$ cat src/rtl/fir_pkg.sv
// rtl/fir_pkg.sv - shared constants and fixed-point rescaling helpers for the FIR datapath
//
// Purpose : default widths for the FIR accelerator plus the round/shift/saturate
//           arithmetic used by the result buffer.
// Contents: FIR_DATA_WIDTH, FIR_OUT_WIDTH, FIR_FRAC_BITS, FIR_DEPTH, CALC_WIDTH,
//           sat_result_t, round_shift(), saturate(), sat_rshift_round().
package fir_pkg;

    localparam int FIR_DATA_WIDTH = 32;
    localparam int FIR_OUT_WIDTH  = 16;
    localparam int FIR_FRAC_BITS  = 15;
    localparam int FIR_DEPTH      = 8;

    // Working width for the helpers. It must exceed DATA_WIDTH+1 so that
    // adding the rounding term to a sign-extended sample can never wrap.
    localparam int CALC_WIDTH = 64;

    typedef struct packed {
        logic [CALC_WIDTH-1:0] value;
        logic                  clipped;
    } sat_result_t;

    // Round half up, then drop frac_bits fractional bits with an arithmetic shift.
    function automatic logic signed [CALC_WIDTH-1:0] round_shift(
        input logic signed [CALC_WIDTH-1:0] x,
        input int                           frac_bits
    );
        logic signed [CALC_WIDTH-1:0] half;
        if (frac_bits == 0) begin
            return x;
        end
        half = CALC_WIDTH'(1) << (frac_bits - 1);
        return (x + half) >>> frac_bits;
    endfunction

    // Clamp x to the signed range of an out_width-bit integer.
    function automatic sat_result_t saturate(
        input logic signed [CALC_WIDTH-1:0] x,
        input int                           out_width
    );
        logic signed [CALC_WIDTH-1:0] hi;
        logic signed [CALC_WIDTH-1:0] lo;
        sat_result_t                  res;
        hi          = (CALC_WIDTH'(1) << (out_width - 1)) - CALC_WIDTH'(1);
        lo          = -(CALC_WIDTH'(1) << (out_width - 1));
        res.value   = x;
        res.clipped = 1'b0;
        if (x > hi) begin
            res.value   = hi;
            res.clipped = 1'b1;
        end else if (x < lo) begin
            res.value   = lo;
            res.clipped = 1'b1;
        end
        return res;
    endfunction

    // Single-shot form returning {value, clipped}; the buffer splits the two
    // halves across pipeline stages but software models use this directly.
    function automatic sat_result_t sat_rshift_round(
        input logic signed [CALC_WIDTH-1:0] x,
        input int                           frac_bits,
        input int                           out_width
    );
        return saturate(round_shift(x, frac_bits), out_width);
    endfunction

endpackage

$ cat src/rtl/fir_result_buffer_if.sv
// rtl/fir_result_buffer_if.sv - sample input, result stream and status bundle of the result buffer
//
// Purpose : groups every non-clock/reset signal of fir_result_buffer.
// Signals : in_valid/in_data (MAC results), out_valid/out_ready/out_data (drained
//           results), count/ovf/sat (status), clr_flags/flush (control pulses).
// Modports: master = sequencer/consumer side, slave = fir_result_buffer.
interface fir_result_buffer_if #(
    parameter int DATA_WIDTH = 32,
    parameter int OUT_WIDTH  = 16,
    parameter int DEPTH      = 8
);

    logic                       in_valid;
    logic [DATA_WIDTH-1:0]      in_data;
    logic                       out_valid;
    logic                       out_ready;
    logic [OUT_WIDTH-1:0]       out_data;
    logic [$clog2(DEPTH):0]     count;
    logic                       ovf;
    logic                       sat;
    logic                       clr_flags;
    logic                       flush;

    modport master (
        output in_valid, in_data, out_ready, clr_flags, flush,
        input  out_valid, out_data, count, ovf, sat
    );

    modport slave (
        input  in_valid, in_data, out_ready, clr_flags, flush,
        output out_valid, out_data, count, ovf, sat
    );

endinterface

$ cat src/rtl/fir_sync_fifo.sv
// rtl/fir_sync_fifo.sv - register-array FIFO with registered head output and flush
//
// Purpose : WIDTH x DEPTH synchronous FIFO. The head entry is presented from a
//           dedicated register so it is glitch-free and holds its last value
//           while the FIFO is empty.
// Ports   : clk, rst (async, active high), flush (clears pointers and count),
//           push/push_data, pop, full, empty, count (0..DEPTH), head.
module fir_sync_fifo #(
    parameter int WIDTH = 16,
    parameter int DEPTH = 8
) (
    input  logic                     clk,
    input  logic                     rst,
    input  logic                     flush,
    input  logic                     push,
    input  logic [WIDTH-1:0]         push_data,
    input  logic                     pop,
    output logic                     full,
    output logic                     empty,
    output logic [$clog2(DEPTH):0]   count,
    output logic [WIDTH-1:0]         head
);

    localparam int AW = $clog2(DEPTH);

    logic [WIDTH-1:0] mem [DEPTH];
    logic [AW-1:0]    wr_ptr;
    logic [AW-1:0]    rd_ptr;
    logic [AW-1:0]    rd_ptr_next;
    logic [AW:0]      count_q;
    logic [AW:0]      count_next;
    logic [WIDTH-1:0] head_q;
    logic [WIDTH-1:0] head_next;
    logic             wr_en;
    logic             rd_en;

    always_comb begin
        full        = (count_q == (AW+1)'(DEPTH));
        empty       = (count_q == '0);
        rd_en       = pop & ~empty & ~flush;
        // A full FIFO still accepts a write when the head leaves in the same cycle.
        wr_en       = push & ~flush & (~full | rd_en);
        rd_ptr_next = rd_ptr + AW'(rd_en);
        count_next  = count_q + (AW+1)'(wr_en) - (AW+1)'(rd_en);
        head_next   = head_q;
        if (count_next != '0) begin
            // The incoming word becomes the head when it lands in the slot the
            // read pointer is about to point at (i.e. the FIFO was or goes empty).
            if (wr_en && (wr_ptr == rd_ptr_next)) begin
                head_next = push_data;
            end else begin
                head_next = mem[rd_ptr_next];
            end
        end
    end

    always_ff @(posedge clk) begin
        if (wr_en) begin
            mem[wr_ptr] <= push_data;
        end
    end

    always_ff @(posedge clk or posedge rst) begin
        if (rst) begin
            wr_ptr  <= '0;
            rd_ptr  <= '0;
            count_q <= '0;
            head_q  <= '0;
        end else if (flush) begin
            wr_ptr  <= '0;
            rd_ptr  <= '0;
            count_q <= '0;
        end else begin
            if (wr_en) begin
                wr_ptr <= wr_ptr + AW'(1);
            end
            rd_ptr  <= rd_ptr_next;
            count_q <= count_next;
            head_q  <= head_next;
        end
    end

    assign count = count_q;
    assign head  = head_q;

endmodule

$ cat src/rtl/fir_result_buffer.sv
// rtl/fir_result_buffer.sv - rescales MAC results to OUT_WIDTH integers and queues them for the core
//
// Purpose : stage 1 rounds and shifts each valid MAC result out of Q(FRAC_BITS);
//           stage 2 saturates it to OUT_WIDTH bits and pushes it into a FIFO that
//           the consumer drains with out_valid/out_ready.
// Ports   : clk, rst (async, active high), bus (fir_result_buffer_if.slave):
//           in_valid/in_data, out_valid/out_ready/out_data, count, ovf (sticky
//           drop), sat (sticky clip), clr_flags, flush.
module fir_result_buffer
    import fir_pkg::*;
#(
    parameter int DATA_WIDTH = FIR_DATA_WIDTH,
    parameter int OUT_WIDTH  = FIR_OUT_WIDTH,
    parameter int FRAC_BITS  = FIR_FRAC_BITS,
    parameter int DEPTH      = FIR_DEPTH
) (
    input  logic                 clk,
    input  logic                 rst,
    fir_result_buffer_if.slave   bus
);

    // Stage 1: rounded and shifted sample, one bit wider than the input so the
    // rounding carry of the largest positive value is kept.
    logic                         s1_valid;
    logic signed [DATA_WIDTH:0]   s1_value;

    sat_result_t                  s2_sat;
    logic                         push;
    logic                         pop;
    logic                         full;
    logic                         empty;
    logic                         drop;
    logic                         clip;
    logic                         ovf_q;
    logic                         sat_q;
    logic                         unused_sat_bits;

    always_comb begin
        s2_sat = saturate(CALC_WIDTH'(s1_value), OUT_WIDTH);
        push   = s1_valid & ~bus.flush;
        pop    = bus.out_ready & ~bus.flush;
        // full implies non-empty, so a requested pop is a real pop here.
        drop   = push & full & ~pop;
        clip   = push & s2_sat.clipped;
    end

    // Above OUT_WIDTH the saturated value is only sign extension.
    assign unused_sat_bits = ^s2_sat.value[CALC_WIDTH-1:OUT_WIDTH];

    always_ff @(posedge clk or posedge rst) begin
        if (rst) begin
            s1_valid <= 1'b0;
            s1_value <= '0;
        end else begin
            s1_valid <= bus.in_valid & ~bus.flush;
            if (bus.in_valid) begin
                s1_value <= (DATA_WIDTH+1)'(round_shift(CALC_WIDTH'(signed'(bus.in_data)), FRAC_BITS));
            end
        end
    end

    // Sticky flags: a new event in the same cycle as clr_flags keeps the flag set.
    always_ff @(posedge clk or posedge rst) begin
        if (rst) begin
            ovf_q <= 1'b0;
            sat_q <= 1'b0;
        end else begin
            ovf_q <= (ovf_q & ~bus.clr_flags) | drop;
            sat_q <= (sat_q & ~bus.clr_flags) | clip;
        end
    end

    fir_sync_fifo #(
        .WIDTH (OUT_WIDTH),
        .DEPTH (DEPTH)
    ) u_fifo (
        .clk       (clk),
        .rst       (rst),
        .flush     (bus.flush),
        .push      (push),
        .push_data (s2_sat.value[OUT_WIDTH-1:0]),
        .pop       (pop),
        .full      (full),
        .empty     (empty),
        .count     (bus.count),
        .head      (bus.out_data)
    );

    assign bus.out_valid = ~empty;
    assign bus.ovf       = ovf_q;
    assign bus.sat       = sat_q;

endmodule

$ cat src/flat_wrapper.sv
// flat-port wrapper written by rule: the top's interface ports become plain ports
module fir_result_buffer_flat import fir_pkg::*;
#(
    parameter int DATA_WIDTH = FIR_DATA_WIDTH,
    parameter int OUT_WIDTH  = FIR_OUT_WIDTH,
    parameter int FRAC_BITS  = FIR_FRAC_BITS,
    parameter int DEPTH      = FIR_DEPTH
)
  (clk, rst, bus_in_valid, bus_in_data, bus_out_ready, bus_clr_flags, bus_flush, bus_out_valid, bus_out_data, bus_count, bus_ovf, bus_sat);
  fir_result_buffer_if #(.DATA_WIDTH(DATA_WIDTH), .OUT_WIDTH(OUT_WIDTH), .DEPTH(DEPTH)) bus_i ();
  input  logic clk;
  input  logic rst;
  input wire logic [$bits(bus_i.in_valid)-1:0] bus_in_valid;
  input wire logic [$bits(bus_i.in_data)-1:0] bus_in_data;
  input wire logic [$bits(bus_i.out_ready)-1:0] bus_out_ready;
  input wire logic [$bits(bus_i.clr_flags)-1:0] bus_clr_flags;
  input wire logic [$bits(bus_i.flush)-1:0] bus_flush;
  output wire logic [$bits(bus_i.out_valid)-1:0] bus_out_valid;
  output wire logic [$bits(bus_i.out_data)-1:0] bus_out_data;
  output wire logic [$bits(bus_i.count)-1:0] bus_count;
  output wire logic [$bits(bus_i.ovf)-1:0] bus_ovf;
  output wire logic [$bits(bus_i.sat)-1:0] bus_sat;
  assign bus_i.in_valid = bus_in_valid;
  assign bus_i.in_data = bus_in_data;
  assign bus_i.out_ready = bus_out_ready;
  assign bus_i.clr_flags = bus_clr_flags;
  assign bus_i.flush = bus_flush;
  assign bus_out_valid = bus_i.out_valid;
  assign bus_out_data = bus_i.out_data;
  assign bus_count = bus_i.count;
  assign bus_ovf = bus_i.ovf;
  assign bus_sat = bus_i.sat;
  fir_result_buffer #(.DATA_WIDTH(DATA_WIDTH), .OUT_WIDTH(OUT_WIDTH), .FRAC_BITS(FRAC_BITS), .DEPTH(DEPTH)) u_core (.clk(clk), .rst(rst), .bus(bus_i));
endmodule
$ cat config.mk
export PLATFORM = sky130hd
export DESIGN_NAME = fir_result_buffer_flat
export DESIGN_NICKNAME = d
export VERILOG_FILES = /design/src/rtl/fir_pkg.sv /design/src/rtl/fir_result_buffer_if.sv /design/src/rtl/fir_sync_fifo.sv /design/src/rtl/fir_result_buffer.sv /design/src/flat_wrapper.sv
export SDC_FILE = /design/constraint.sdc
export NUM_CORES = 1
export LEC_CHECK = 0
export ABC_CLOCK_PERIOD_IN_PS = 3100
export BUFFER_PORTS_ARGS = -buffer_cell sky130_fd_sc_hd__buf_4
export CELL_PAD_IN_SITES_DETAIL_PLACEMENT = 1
export CELL_PAD_IN_SITES_GLOBAL_PLACEMENT = 1
export CORE_MARGIN = 4
export CORE_UTILIZATION = 43
export CTS_CLUSTER_SIZE = 14
export DETAILED_ROUTE_END_ITERATION = 10
export PLACE_DENSITY = 0.84
export REMOVE_ABC_BUFFERS = 1
export SYNTH_ARGS = -nofsm -noshare
export SYNTH_HDL_FRONTEND = slang
export SYNTH_SLANG_ARGS = --single-unit
$ cat constraint.sdc
create_clock -name clk -period 3.1 [get_ports clk]
set_clock_uncertainty 0.2 [all_clocks]
set_input_delay 0.465 -clock clk [delete_from_list [all_inputs] [get_ports clk]]
set_output_delay 0.465 -clock clk [all_outputs]
set_load 0.02 [all_outputs]
==> results of run 1 <==
## synthesized netlist by cell type (2+ instances only)
library cell / number / area, um2
a21o_1: 6 / 45.04
a21oi_1: 27 / 135.1
edfxtp_1: 128 / 3844
nand4_1: 12 / 75.07
a31oi_1: 2 / 12.51
mux2_2: 11 / 123.9
nand2b_1: 4 / 25.02
inv_1: 23 / 86.33
clkbuf_1: 26 / 97.59
nor2b_1: 8 / 50.05
ha_1: 9 / 112.6
mux2i_1: 82 / 820.8
o32ai_1: 2 / 17.52
buf_1: 7 / 26.28
buf_2: 4 / 20.02
xnor2_1: 8 / 70.07
nor4_1: 4 / 25.02
dfrtp_1: 47 / 1176
xor2_1: 15 / 131.4
and4_1: 5 / 43.79
o21ai_0: 3 / 15.01
nor3b_1: 2 / 15.01
and3_1: 2 / 12.51
a2111oi_0: 4 / 35.03
nand3_1: 71 / 355.3
nand2_1: 35 / 131.4
nor4b_1: 2 / 17.52
nor2_1: 52 / 195.2
nor3_1: 3 / 15.01
## registers in the layout (all words and copies together) (netlist names)
register	flops
u_core.u_fifo.mem	128
u_core.u_fifo.rd_ptr	3
u_core.u_fifo.count	4
u_core.s1_valid	1
u_core.s1_value	18
u_core.u_fifo.wr_ptr	3
u_core.bus.sat	1
u_core.u_fifo.head	16
u_core.bus.ovf	1
## power by group through the flow
stage | clock [uW] | sequential, uW | combinational [uW]
finish | 2050 | 2880 | 1970
detailed placement | 0 | 2920 | 1720
CTS | 2080 | 2880 | 1780
floorplan | 0 | 3040 | 880
global route | 2180 | 2900 | 2110
global placement | 0 | 2910 | 1630
## logic make-up (layout without fill, tap and decap cells)
| kind of cell | after synthesis | count (layout) | synth area share [%] |
|---|---|---|---|
| AND/OR/NAND/NOR | 202 | 202 | 12.65 |
| flip-flops | 175 | 175 | 64.06 |
| multiplexers | 93 | 93 | 12.05 |
| buffers and inverters | 62 | 135 | 3.129 |
| AO/OA/AOI/OAI | 46 | 46 | 3.497 |
| XOR/XNOR | 24 | 24 | 2.922 |
| adder cells (fa/ha/maj) | 10 | 10 | 1.693 |
## critical path: stages, from the launching register on
cell and delay (ns):
dfrtp_1 0.40, inv_2 0.10, ha_4 0.15, nand2_2 0.05, and3b_2 0.24, nand2b_4 0.08
o21ai_1 0.07, ha_2 0.21, fa_2 0.55, nor2_2 0.05, a31oi_4 0.30, buf_12 0.19
mux2_2 0.35
## routing by layer
layer / wire, um / global-route usage (%) / vias up
met5: 0 / 0 / -
met4: 307 / 6.203 / 0
met3: 798 / 3.952 / 30
met2: 10080 / 33.53 / 134
met1: 8299 / 24.02 / 2613
li1: - / - / 2344
## how the worst max path moves through the flow
stage / to / slack (ns)
2_1_floorplan: u_core.u_fifo.head[0] / -2.30
3_3_place_gp: u_core.u_fifo.head[8] / 0.1
3_5_place_dp: u_core.u_fifo.head[15] / -0.1
4_1_cts: u_core.u_fifo.head[15] / 0.004
5_1_grt: u_core.u_fifo.head[13] / -0.06
6_report: u_core.u_fifo.head[8] / 0.03
## through the flow
stage                     cells  TNS [ns]
after floorplan             574    -62.12
after global placement      873         0
after detailed placement    873   -0.1004
after CTS                   907         0
after global routing        914   -0.6455
final                       914         0
## final cells by class
cell class	count	share of cell area [%]
Multi-Input combinational cell	375	28.94
Clock buffer	17	4.538
Sequential cell	175	53.55
Clock inverter	15	1.575
Timing Repair Buffer	79	7.381
Tap cell	229	3.057
Inverter	24	0.9610
## repair_timing
item	in CTS	in global routing
hold buffers	1	0
hold endpoints to repair	21	0
cloned	0	1
pin swaps	0	5
buffers inserted	1	6
resized for setup	6	18
setup endpoints to repair	11	16
==> results_dict.tcl, run 1 <==
set metrics [dict create \
    status "complete, no violations" \
    antenna_found_initial 0 \
    ant_nets 0 \
    crit_type "flop to flop" \
    drive_gt1_share_pct 22.04 \
    worstPathArrival_ns 3.19 \
    clk_pin_slew_ns 0.07 \
    layout_setup_ws_ns 0.02543 \
    seq_power_share_pct 41.7 \
    fp.dieW_um 143.0 \
    h-tree-depth 4 \
    min_to "u_core.bus.sat" \
    start_util_pct 43.62 \
    routedWlPerCell_um 21.32 \
    pre_cts_ws_ns -0.09533 \
    yosys_warnings 0 \
    synth.distinct_cells 37 \
    hp-class "primary input to flop" \
    clk_latency_ns 0.43 \
    diodes 0 \
    async_flop_share_pct 26.86 \
    hold_path_depth 2 \
    startpoint "u_core.u_fifo.count[2]" \
    vias 5121 \
    final_cell_mix "128 x edfxtp_1, 81 x mux2i_1, 71 x nand3_1" \
    p_per_area_mw_per_mm2 736.2 \
    placed_cell_area_mm2 0.008621 \
    rr_worst_depth 12 \
    post-route-period-util_pct 99.18 \
    syn_area_mm2 0.007836 \
    finalMaxSlewViolations 0 \
    worstPathMaxFanout 6 \
    synth-main-ff-cell "edfxtp_1" \
    drc_errors 0 \
    register_area_mm2 0.005020 \
    ios 61 \
    power.clock.fraction_pct 29.8 \
    synthCells 612 \
    post-route-util_pct 52.18 \
    core_area_mm2 0.01796 \
    vias_per_cell 5.603 \
    relSlewSlack_pct 49.52 \
    grt.total_usage_pct 19.22 \
    grt_pass1_wl_um 29580 \
    final_common_cell "edfxtp_1" \
    ys_seq_elements 175 \
    hold_violations 0 \
    endpoint_kind "flop" \
    holdWs_ns 0.04471 \
    drtIter0Drc 373 \
    nets 720 \
    die_area_mm2 0.02045 \
    area_growth_pct 19.62 \
    synth_edf_count 128 \
    power.switching_uw 2218 \
    cts_buffers 17 \
    dp_hpwl_um 12100 \
    worstReg2RegStart "u_core.u_fifo.count[2]" \
    hold_start "bus_clr_flags" \
    clkSinkCount 175 \
    setup_viol 0 \
    drt_first_pass_iters 5 \
    multi_input_area_mm2 0.002713 \
    worst_pin_slew_ns 0.7572 \
    max_freq_ghz 0.3252 \
    p_leak_uw 0.003291 \
    drv_cap 0 \
    grt_max_degree 37 \
    finalCriticalPeriod_ns 3.075 \
    avgSynthCellArea_um2 12.80 \
    place.gp.congestion 0.7806 \
    cp-start-kind "flop" \
    cts_tree "done" \
    portBuffers 46 \
    fillers 1838 \
    vdd_drop_max_v 0.0004256 \
    clockBufferDepth 2 \
    grt_pass1_vias 5437 \
    p_sw_share_pct 32.13 \
    required_ns 3.22 \
    cts-root-buf "clkbuf_16" \
    postRouteWirelength_um 19490 \
    p_total_uw 6902 \
    dieHeight_um 143.0 \
    internal_power_uw 4684 \
    r2r-end "u_core.u_fifo.head[8]" \
    reg2reg_slack_ns 0.03 \
    pwr-share-comb_pct 28.5 \
    final_cell_area_mm2 0.009374 \
    rows 49 \
    grt-ovfl-total 0 \
    synth.yosys.seq_area_share_pct 64.06 \
]
Power figures use the tool's default switching activity.
==> run 2, diff against run 1 <==
Settings changed: CORE_UTILIZATION 43 to 23, PLACE_DENSITY 0.84 to 0.55, REMOVE_ABC_BUFFERS 1 to unset.
==> run 2 against run 1 <==
  * Sequential power about the same
  * Register-to-register slack improved by 0.06 ns
  * Clock power increased by 11%
  * Fmax increased by 2.1%
  * Flip-flop and latch count unchanged
  * Wire length increased by 2.6%
  * Critical path depth increased by 1
  * Global-route usage decreased by 8.3 points
  * First-iteration DRC count decreased by 38%
  * Largest power group unchanged
  * Highest routed layer unchanged
==> results_dict.tcl, run 2 (same netlist as run 1, synthesis figures left out) <==
set metrics [dict create \
    status "complete, no violations" \
    worstPathMaxFanout 5 \
    largest_reg_flops 128 \
    relSlewSlack_pct 51.71 \
    ant_nets 0 \
    top_layer_used "met4" \
    r2r-end "u_core.u_fifo.head[0]" \
    pre_cts_ws_ns -0.07203 \
    vdd_drop_max_v 0.0003935 \
    placedCellCount 1103 \
    grt_pass1_wl_um 30760 \
    drt_first_pass_iters 7 \
    core_area_mm2 0.03353 \
    hp-class "primary input to asynchronous set/reset pin" \
    dieHeight_um 192.6 \
    place.gp.congestion 0.7039 \
    fp.dieW_um 192.6 \
    grt-ovfl-total 0 \
    clockBufferDepth 2 \
    area_growth_pct 27.48 \
    diodes 0 \
    grt.total_usage_pct 10.94 \
    cts_buffers 17 \
    reg2reg_slack_ns 0.09 \
    required_ns 3.22 \
    max_freq_ghz 0.3322 \
    clk_latency_ns 0.43 \
    nets 740 \
    endpoint_kind "flop" \
    rr_worst_depth 13 \
    crit_type "flop to flop" \
    critPathMaxStageDelay_ns 0.57 \
    post-route-period-util_pct 97.10 \
    vias_per_cell 4.333 \
    postRouteWirelength_um 19990 \
    p_per_area_mw_per_mm2 721.9 \
    cp_slowest_cell "fa_2" \
    finalCriticalPeriod_ns 3.010 \
    finalMaxSlewViolations 0 \
    setup_viol 0 \
    clkSinkCount 175 \
    dp_hpwl_um 12650 \
    cts_tree "done" \
    cp-start-kind "flop" \
    p_leak_uw 0.003440 \
    grt_max_degree 48 \
    final_cells 1153 \
    drive_gt1_share_pct 24.68 \
    routedWlPerCell_um 17.34 \
    drc_errors 0 \
    cts-root-buf "clkbuf_16" \
    ios 61 \
    wl_met1_um 8837 \
    h-tree-depth 4 \
    drtIter0Drc 233 \
    path_cells "inv_1 > ha_4 > nand2_2 > and3b_2 > nand2b_4 > o21ai_2 > ha_2 > fa_2 > nor2_4 > a31oi_4 > buf_12 > clkbuf_16 > mux2_2" \
    top_register "u_core.u_fifo.mem" \
    grt_pass1_vias 5300 \
    met2_length_um 10290 \
    antenna_found_initial 0 \
    drv_cap 0 \
    portBuffers 46 \
    worstReg2RegStart "u_core.u_fifo.count[3]" \
    hold_violations 0 \
    rows 67 \
    layout_setup_ws_ns 0.08996 \
    final_common_cell "edfxtp_1" \
    holdWs_ns 0.01684 \
    synthesis.nets 660 \
    start_util_pct 23.37 \
    worst_pin_slew_ns 0.7244 \
    die_area_mm2 0.03709 \
    vias 4996 \
    final_cell_mix "128 x edfxtp_1, 85 x buf_4, 80 x mux2i_1" \
    worstPathArrival_ns 3.13 \
    wl_met3_um 594 \
    clk_pin_slew_ns 0.07 \
]
## run 2: changes by cell type in the layout (fill, tap and decap cells not counted), sizes merged
cell,previous run,this run
buf,77,94
inv,32,25
clkbuf,18,24
bufinv,0,4
clkinvlp,1,4
clkinv,6,4
dlygate4sd3,1,0
## run 2: metal layers
metal,track usage (%),vias up
met5,0,-
met4,3.209,0
met1,13.36,2521
met2,19.20,67
li1,-,2386
met3,2.569,22
## run 2: metrics by stage
step	setup TNS, ns	util [%]	instance area (um2)	total power (uW)
final	0	29.79	9990	7212
after floorplan	0	-	7906	4008
after global routing	-0.03838	29.79	9990	7585
after CTS	0	28.87	9679	7032
after detailed placement	-0.1745	26.90	9021	4730
after global placement	-0.01059	26.90	9021	4700
## run 2: power by group
part	switching, uW	internal (uW)	total, uW
logic	1110	955	2060
clock network	917	1350	2270
registers	134	2750	2880
total	2160	5050	7210
## run 2: critical path, delay by kind of cell (launching register included)
family	cells	cell delay (ns)
DFF	1	0.42
AOI/OAI and AO/OA	2	0.23
adders and majority gates	3	0.90
muxes	1	0.32
buffers and inverters	3	0.38
and+or+nand+nor	4	0.43
## run 2: repair_timing
action                                  CTS  global route
endpoints found under the setup margin    6            15
pin swaps                                 2             5
hold buffers                              0             0
resized for setup                         0            21
setup buffers                             3            10
gates cloned                              0             5
## run 2: final cells by class
class	instances	area, um2
Clock inverter	13	190.2
Clock buffer	19	432.9
Sequential cell	175	5024
Timing Repair Buffer	99	942.2
Fill cell	3699	23540
Multi-Input combinational cell	375	2750
Tap cell	448	560.5
Inverter	24	90.09
## run 2: worst max path at each step
stage                           start  cells after the start                     end  slack (ns)
4_1_cts        u_core.u_fifo.count[2]                     11   u_core.u_fifo.head[3]        0.01
5_1_grt        u_core.u_fifo.count[3]                     13  u_core.u_fifo.head[15]       -0.02
6_report       u_core.u_fifo.count[3]                     13   u_core.u_fifo.head[0]        0.09
2_1_floorplan  u_core.u_fifo.count[2]                     12   u_core.u_fifo.head[5]        0.01
3_5_place_dp   u_core.u_fifo.count[0]                     11   u_core.u_fifo.head[3]       -0.07
3_3_place_gp   u_core.u_fifo.count[0]                     11   u_core.u_fifo.head[3]       -0.01
